<file path="src/rtl/yuv_burst_writer_if.sv">
// Pixel-stream / BRAM-write bundle for yuv_burst_writer.
// YUV_WR_STALL_CNT_EN adds the stall_cnt status signal.
interface yuv_burst_writer_if #(
  parameter int unsigned DATA_W = 8,
  parameter int unsigned ADDR_W = 7
) ();
  logic              w_ready;
  logic              pix_valid;
  logic [DATA_W-1:0] pix_data;
  logic              pix_ready;
  logic              data_valid;
  logic              bram_we;
  logic [ADDR_W-1:0] bram_addr;
  logic [DATA_W-1:0] bram_din;
  logic              busy;
  logic [15:0]       burst_cnt;
`ifdef YUV_WR_STALL_CNT_EN
  logic [15:0]       stall_cnt;
`endif

  modport master (
    input  w_ready, pix_valid, pix_data,
    output pix_ready, data_valid, bram_we, bram_addr, bram_din, busy, burst_cnt
`ifdef YUV_WR_STALL_CNT_EN
    , output stall_cnt
`endif
  );

  modport slave (
    output w_ready, pix_valid, pix_data,
    input  pix_ready, data_valid, bram_we, bram_addr, bram_din, busy, burst_cnt
`ifdef YUV_WR_STALL_CNT_EN
    , input stall_cnt
`endif
  );
endinterface

</file>
<file path="src/rtl/yuv_burst_writer.sv">
// Writes one BURST_LEN-word burst into the YUV BRAM per rising edge of w_ready.
// YUV_WR_STALL_CNT_EN adds a saturating count of stalled BURST cycles.
module yuv_burst_writer #(
  parameter int unsigned DATA_W    = 8,
  parameter int unsigned BURST_LEN = 96,
  parameter int unsigned ADDR_W    = 7
) (
  input logic                 clk,
  input logic                 rst,
  yuv_burst_writer_if.master  wr_if
);

  typedef enum logic [1:0] {StIdle, StBurst, StDone} state_e;

  localparam logic [ADDR_W-1:0] LastAddr = ADDR_W'(BURST_LEN - 1);

  state_e            state_q, state_d;
  logic [ADDR_W-1:0] addr_q, addr_d;
  logic              pend_q, pend_d;
  logic              w_ready_q;
  logic              dv_q;
  logic [ADDR_W-1:0] bram_addr_q;
  logic [DATA_W-1:0] bram_din_q;
  logic [15:0]       burst_cnt_q, burst_cnt_d;
  logic              rise;
  logic              accept;

  assign rise   = wr_if.w_ready & ~w_ready_q;
  assign accept = (state_q == StBurst) & wr_if.pix_valid;

  always_comb begin
    state_d     = state_q;
    addr_d      = addr_q;
    pend_d      = pend_q;
    burst_cnt_d = burst_cnt_q;
    unique case (state_q)
      StIdle: begin
        if (rise || pend_q) begin
          state_d = StBurst;
          pend_d  = 1'b0;
        end
      end
      StBurst: begin
        // w_ready only queues another burst here; it never ends this one
        if (rise) pend_d = 1'b1;
        if (accept) begin
          if (addr_q == LastAddr) begin
            addr_d  = '0;
            state_d = StDone;
          end else begin
            addr_d = addr_q + 1'b1;
          end
        end
      end
      StDone: begin
        if (rise) pend_d = 1'b1;
        burst_cnt_d = burst_cnt_q + 16'd1;
        state_d     = StIdle;
      end
      default: state_d = StIdle;
    endcase
  end

  always_ff @(posedge clk) begin
    if (rst) begin
      state_q     <= StIdle;
      addr_q      <= '0;
      pend_q      <= 1'b0;
      w_ready_q   <= 1'b0;
      dv_q        <= 1'b0;
      bram_addr_q <= '0;
      bram_din_q  <= '0;
      burst_cnt_q <= '0;
    end else begin
      state_q     <= state_d;
      addr_q      <= addr_d;
      pend_q      <= pend_d;
      w_ready_q   <= wr_if.w_ready;
      dv_q        <= accept;
      burst_cnt_q <= burst_cnt_d;
      if (accept) begin
        bram_addr_q <= addr_q;
        bram_din_q  <= wr_if.pix_data;
      end
    end
  end

`ifdef YUV_WR_STALL_CNT_EN
  logic [15:0] stall_cnt_q;

  always_ff @(posedge clk) begin
    if (rst) begin
      stall_cnt_q <= '0;
    end else if ((state_q == StBurst) && !wr_if.pix_valid && (stall_cnt_q != 16'hFFFF)) begin
      stall_cnt_q <= stall_cnt_q + 16'd1;
    end
  end

  assign wr_if.stall_cnt = stall_cnt_q;
`endif

  assign wr_if.pix_ready  = (state_q == StBurst);
  assign wr_if.busy       = (state_q != StIdle);
  assign wr_if.data_valid = dv_q;
  assign wr_if.bram_we    = dv_q;
  assign wr_if.bram_addr  = bram_addr_q;
  assign wr_if.bram_din   = bram_din_q;
  assign wr_if.burst_cnt  = burst_cnt_q;

endmodule

</file>
<file path="src/flat_wrapper.sv">
// flat-port wrapper written by rule: the top's interface ports become plain ports
module yuv_burst_writer_flat 
#(
  parameter int unsigned DATA_W    = 8,
  parameter int unsigned BURST_LEN = 96,
  parameter int unsigned ADDR_W    = 7
)
  (clk, rst, wr_if_w_ready, wr_if_pix_valid, wr_if_pix_data, wr_if_pix_ready, wr_if_data_valid, wr_if_bram_we, wr_if_bram_addr, wr_if_bram_din, wr_if_busy, wr_if_burst_cnt);
  yuv_burst_writer_if #(.DATA_W(DATA_W), .ADDR_W(ADDR_W)) wr_if_i ();
  input logic clk;
  input logic rst;
  input wire logic [$bits(wr_if_i.w_ready)-1:0] wr_if_w_ready;
  input wire logic [$bits(wr_if_i.pix_valid)-1:0] wr_if_pix_valid;
  input wire logic [$bits(wr_if_i.pix_data)-1:0] wr_if_pix_data;
  output wire logic [$bits(wr_if_i.pix_ready)-1:0] wr_if_pix_ready;
  output wire logic [$bits(wr_if_i.data_valid)-1:0] wr_if_data_valid;
  output wire logic [$bits(wr_if_i.bram_we)-1:0] wr_if_bram_we;
  output wire logic [$bits(wr_if_i.bram_addr)-1:0] wr_if_bram_addr;
  output wire logic [$bits(wr_if_i.bram_din)-1:0] wr_if_bram_din;
  output wire logic [$bits(wr_if_i.busy)-1:0] wr_if_busy;
  output wire logic [$bits(wr_if_i.burst_cnt)-1:0] wr_if_burst_cnt;
  assign wr_if_i.w_ready = wr_if_w_ready;
  assign wr_if_i.pix_valid = wr_if_pix_valid;
  assign wr_if_i.pix_data = wr_if_pix_data;
  assign wr_if_pix_ready = wr_if_i.pix_ready;
  assign wr_if_data_valid = wr_if_i.data_valid;
  assign wr_if_bram_we = wr_if_i.bram_we;
  assign wr_if_bram_addr = wr_if_i.bram_addr;
  assign wr_if_bram_din = wr_if_i.bram_din;
  assign wr_if_busy = wr_if_i.busy;
  assign wr_if_burst_cnt = wr_if_i.burst_cnt;
  yuv_burst_writer #(.DATA_W(DATA_W), .BURST_LEN(BURST_LEN), .ADDR_W(ADDR_W)) u_core (.clk(clk), .rst(rst), .wr_if(wr_if_i));
endmodule
</file>
<file path="config.mk">
export PLATFORM = sky130hd
export DESIGN_NAME = yuv_burst_writer_flat
export DESIGN_NICKNAME = d
export VERILOG_FILES = /design/src/rtl/yuv_burst_writer_if.sv /design/src/rtl/yuv_burst_writer.sv /design/src/flat_wrapper.sv
export SDC_FILE = /design/constraint.sdc
export NUM_CORES = 1
export LEC_CHECK = 0
export BUFFER_PORTS_ARGS = -buffer_cell sky130_fd_sc_hd__buf_2
export CAP_MARGIN = 40
export CORE_UTILIZATION = 42
export DETAILED_ROUTE_END_ITERATION = 8
export GPL_ROUTABILITY_DRIVEN = 0
export PLACE_DENSITY = 0.68
export SLEW_MARGIN = 20
export SYNTH_ARGS = -nofsm -noshare
export SYNTH_HDL_FRONTEND = slang
export SYNTH_SLANG_ARGS = --single-unit
</file>
<file path="constraint.sdc">
create_clock -name clk -period 4.6 [get_ports clk]
set_input_delay 1.38 -clock clk [delete_from_list [all_inputs] [get_ports clk]]
set_output_delay 1.38 -clock clk [all_outputs]
set_load 0.02 [all_outputs]
</file>
==> out/metrics.cfg <==
[clocking]
cts_hold_buf=0
insertion_delay_ns=0.29
numCtsBuffers=5
post-cts-setup-buffers=0
cts_resized=0
cts_tree=built
cts_num_sinks=43
clkSlewWorstSetupHoldPaths_ns=0.08
cts_max_path_buffers=2
htree_num_levels=2
root_buffer=clkbuf_8

[sta]
hold_viol=0
setup_viol=0
finClkSkew_ns=0.00180
fin_hold_ws_ns=0.453
min_period_ns=2.77
timing.slew.headroom_pct=60.3
finalMaxSlewViolations=0
tightestPinTransition_ns=0.596
max_freq_mhz=361
tns_ns=0
rsz0062_at_grt=false
timing.final.crit_share_pct=60.2

[finish]
finalInstanceArea_sq_um=2300
nNetsFinal=291
drive_gt1_share_pct=21.4
fill_cells=415
area_growth_pct=17.5
diodes=0

[floorplan]
die_area_sq_um=4930
fp.dieW_microns=70.2
initial_utilization_pct=44.3
io_pins=47
fp-row-count=24
dieHeight_microns=70.2
core_sq_um=4410

[synthesis]
synth-edff-count=0
ys_ff_latch=43
synth-main-ff-cell=dfxtp_1
synth_cell_types=33
avgSynthCellArea_sq_um=8.50
syn_inst=230
ys_seq_area_share_pct=44.0
synth.net_count=250
synthArstFlopShare_pct=0
yosys_warnings=0
synth.cell_area_sq_um=1960

[power]
vdd.ir_drop.worst_mv=0.192
internal_power_uw=628
swShare_pct=31.2
combPwrFrac_pct=22.6
seqPwrFrac_pct=46.1
p_per_area_nw_per_um2=397
clockPowerShare_pct=31.3
finalPower_uw=913
switchingPower_uw=284
p_leak_nw=0.927

[critical_path]
cpPeakStageDelay_ns=0.36
cp_max_fo=9
cp-end-kind=output pin
crit_slowest_cell=ha_1
startpoint_type=register
reg2regPathDepth=5
criticalPathCategory=register to output pin
critPathRequiredTime_ns=3.22
arrival_ns=1.39
cp_cell_sequence=inv_1, ha_1, buf_2

[detailed_routing]
num_vias=1719
routedWlPerCell_microns=12.6
drtIter0Drc=90
drt_pre_antenna_iters=4
drc_errors=0
antenna_left=0
viasPerCell=5.32
drt-total-wl_mm=4.08

[global_routing]
use_met3_pct=5.48
grt_pass1_wl_mm=6.99
grtUsageMet1_pct=21.9
grt_pass1_vias=1606
grt_usage_pct=17.4
grt_max_degree=49
use_met2_pct=28.3
grt.busiest_layer=met2
overflow=0
antenna_found_initial=0

[placed_design]
dp.final_hpwl_mm=2.71
port_buffers=46
postPlaceCellArea_sq_um=2170

[run]
max_cap_viol_count=0

[run_status]
status=finished, final reports clean

[worst_hold_path]
holdPathStages=2
hold_class=register to register

## cell usage in the layout (no fill, tap or decap), drive strengths merged, types with 2 or more instances in the layout
cell type / Yosys / layout
o2111ai: 4 / 4
nand4: 11 / 11
xnor2: 3 / 3
o21ai: 9 / 9
nor2: 12 / 12
nor2b: 7 / 7
a21oi: 29 / 29
o31ai: 5 / 5
mux2: 3 / 3
nor3b: 2 / 2
inv: 9 / 9
clkbuf: 2 / 6
nand2: 38 / 38
xor2: 3 / 3
buf: 11 / 47
ha: 8 / 8
dfxtp: 43 / 43
or3: 6 / 6
or4: 8 / 8
nand3: 6 / 6
nor4: 3 / 3
## layout make-up
type,instances,area (sq um),area share (%)
Inverter,9,33.8,1.47
Multi-Input combinational cell,165,985,42.9
Sequential cell,43,861,37.5
Clock inverter,1,30.0,1.31
Tap cell,52,65.1,2.83
Timing Repair Buffer,47,250,10.9
Clock buffer,6,72.6,3.16
## synthesized netlist by cell type (3+ instances only)
library cell	count	area (sq um)
nand2_1	38	143
xor2_1	3	26.3
nor4_1	3	18.8
o2111ai_1	4	35.0
a21oi_1	29	145
or3_1	6	37.5
xnor2_1	3	26.3
mux2_2	3	33.8
nand4_1	9	56.3
nor2b_1	7	43.8
dfxtp_1	43	861
inv_1	9	33.8
or4_1	8	60.1
buf_1	3	11.3
nor2_1	12	45.0
buf_2	4	20.0
nand3_1	6	30.0
ha_1	8	100
o21ai_0	9	45.0
o31ai_1	5	37.5
## cell families (layout without fill, tap and decap cells)
kind of cell	count (synthesis)	in the layout	synth area share (%)
simple gates	99	99	26.4
compound gates	48	48	13.9
flops	43	43	44.0
buf+inv	22	63	5.63
fa+ha+maj	8	8	5.12
xor+xnor	6	6	2.69
mux	4	4	2.24
## flip-flops by register name, indices dropped and copies added, names as in the netlist
register	count
u_core.wr_if.bram_we	1
u_core.wr_if.burst_cnt	16
u_core.wr_if.bram_addr	7
u_core.addr_q	7
u_core.pend_q	1
u_core.wr_if.bram_din	8
u_core.w_ready_q	1
u_core.state_q	2
## final timing paths
check / from / end / slack, ns
worst max register to register: u_core.state_q[0] / u_core.wr_if.burst_cnt[15] / 2.58
worst min-delay path: u_core.wr_if.bram_din[0] / u_core.wr_if.bram_din[0] / 0.45
worst max-delay path: u_core.state_q[1] / wr_if_pix_ready / 1.83
worst min register to register: u_core.wr_if.bram_din[0] / u_core.wr_if.bram_din[0] / 0.45
## worst max-delay path: cells and delay by family, from the launching register on
kind       cells  cell delay (ns)
flops          1             0.35
fa+ha+maj      1             0.36
buf+inv        2             0.38
## power by group through the flow
| stage | sequential, mW | combinational [mW] | clock [mW] |
|---|---|---|---|
| detailed placement | 0.429 | 0.208 | 0 |
| global route | 0.425 | 0.232 | 0.307 |
| floorplan | 0.439 | 0.148 | 0 |
| CTS | 0.420 | 0.208 | 0.293 |
| global placement | 0.429 | 0.206 | 0 |
| finish | 0.420 | 0.206 | 0.286 |
## layer usage
layer | routed length (microns) | up-vias
met1 | 1900 | 780
met2 | 1940 | 40
met5 | 0 | -
li1 | - | 895
met3 | 197 | 4
met4 | 38 | 0
## metrics by stage
| step | cells | utilization (%) | setup WS (ns) |
|---|---|---|---|
| floorplan | 230 | - | 2.30 |
| global placement | 315 | 49.3 | 2.00 |
| detailed placement | 315 | 49.3 | 1.98 |
| CTS | 322 | 51.6 | 1.83 |
| global route | 323 | 52.0 | 1.76 |
| finish | 323 | 52.0 | 1.83 |
No activity file was read; power rests on OpenSTA's default activity.
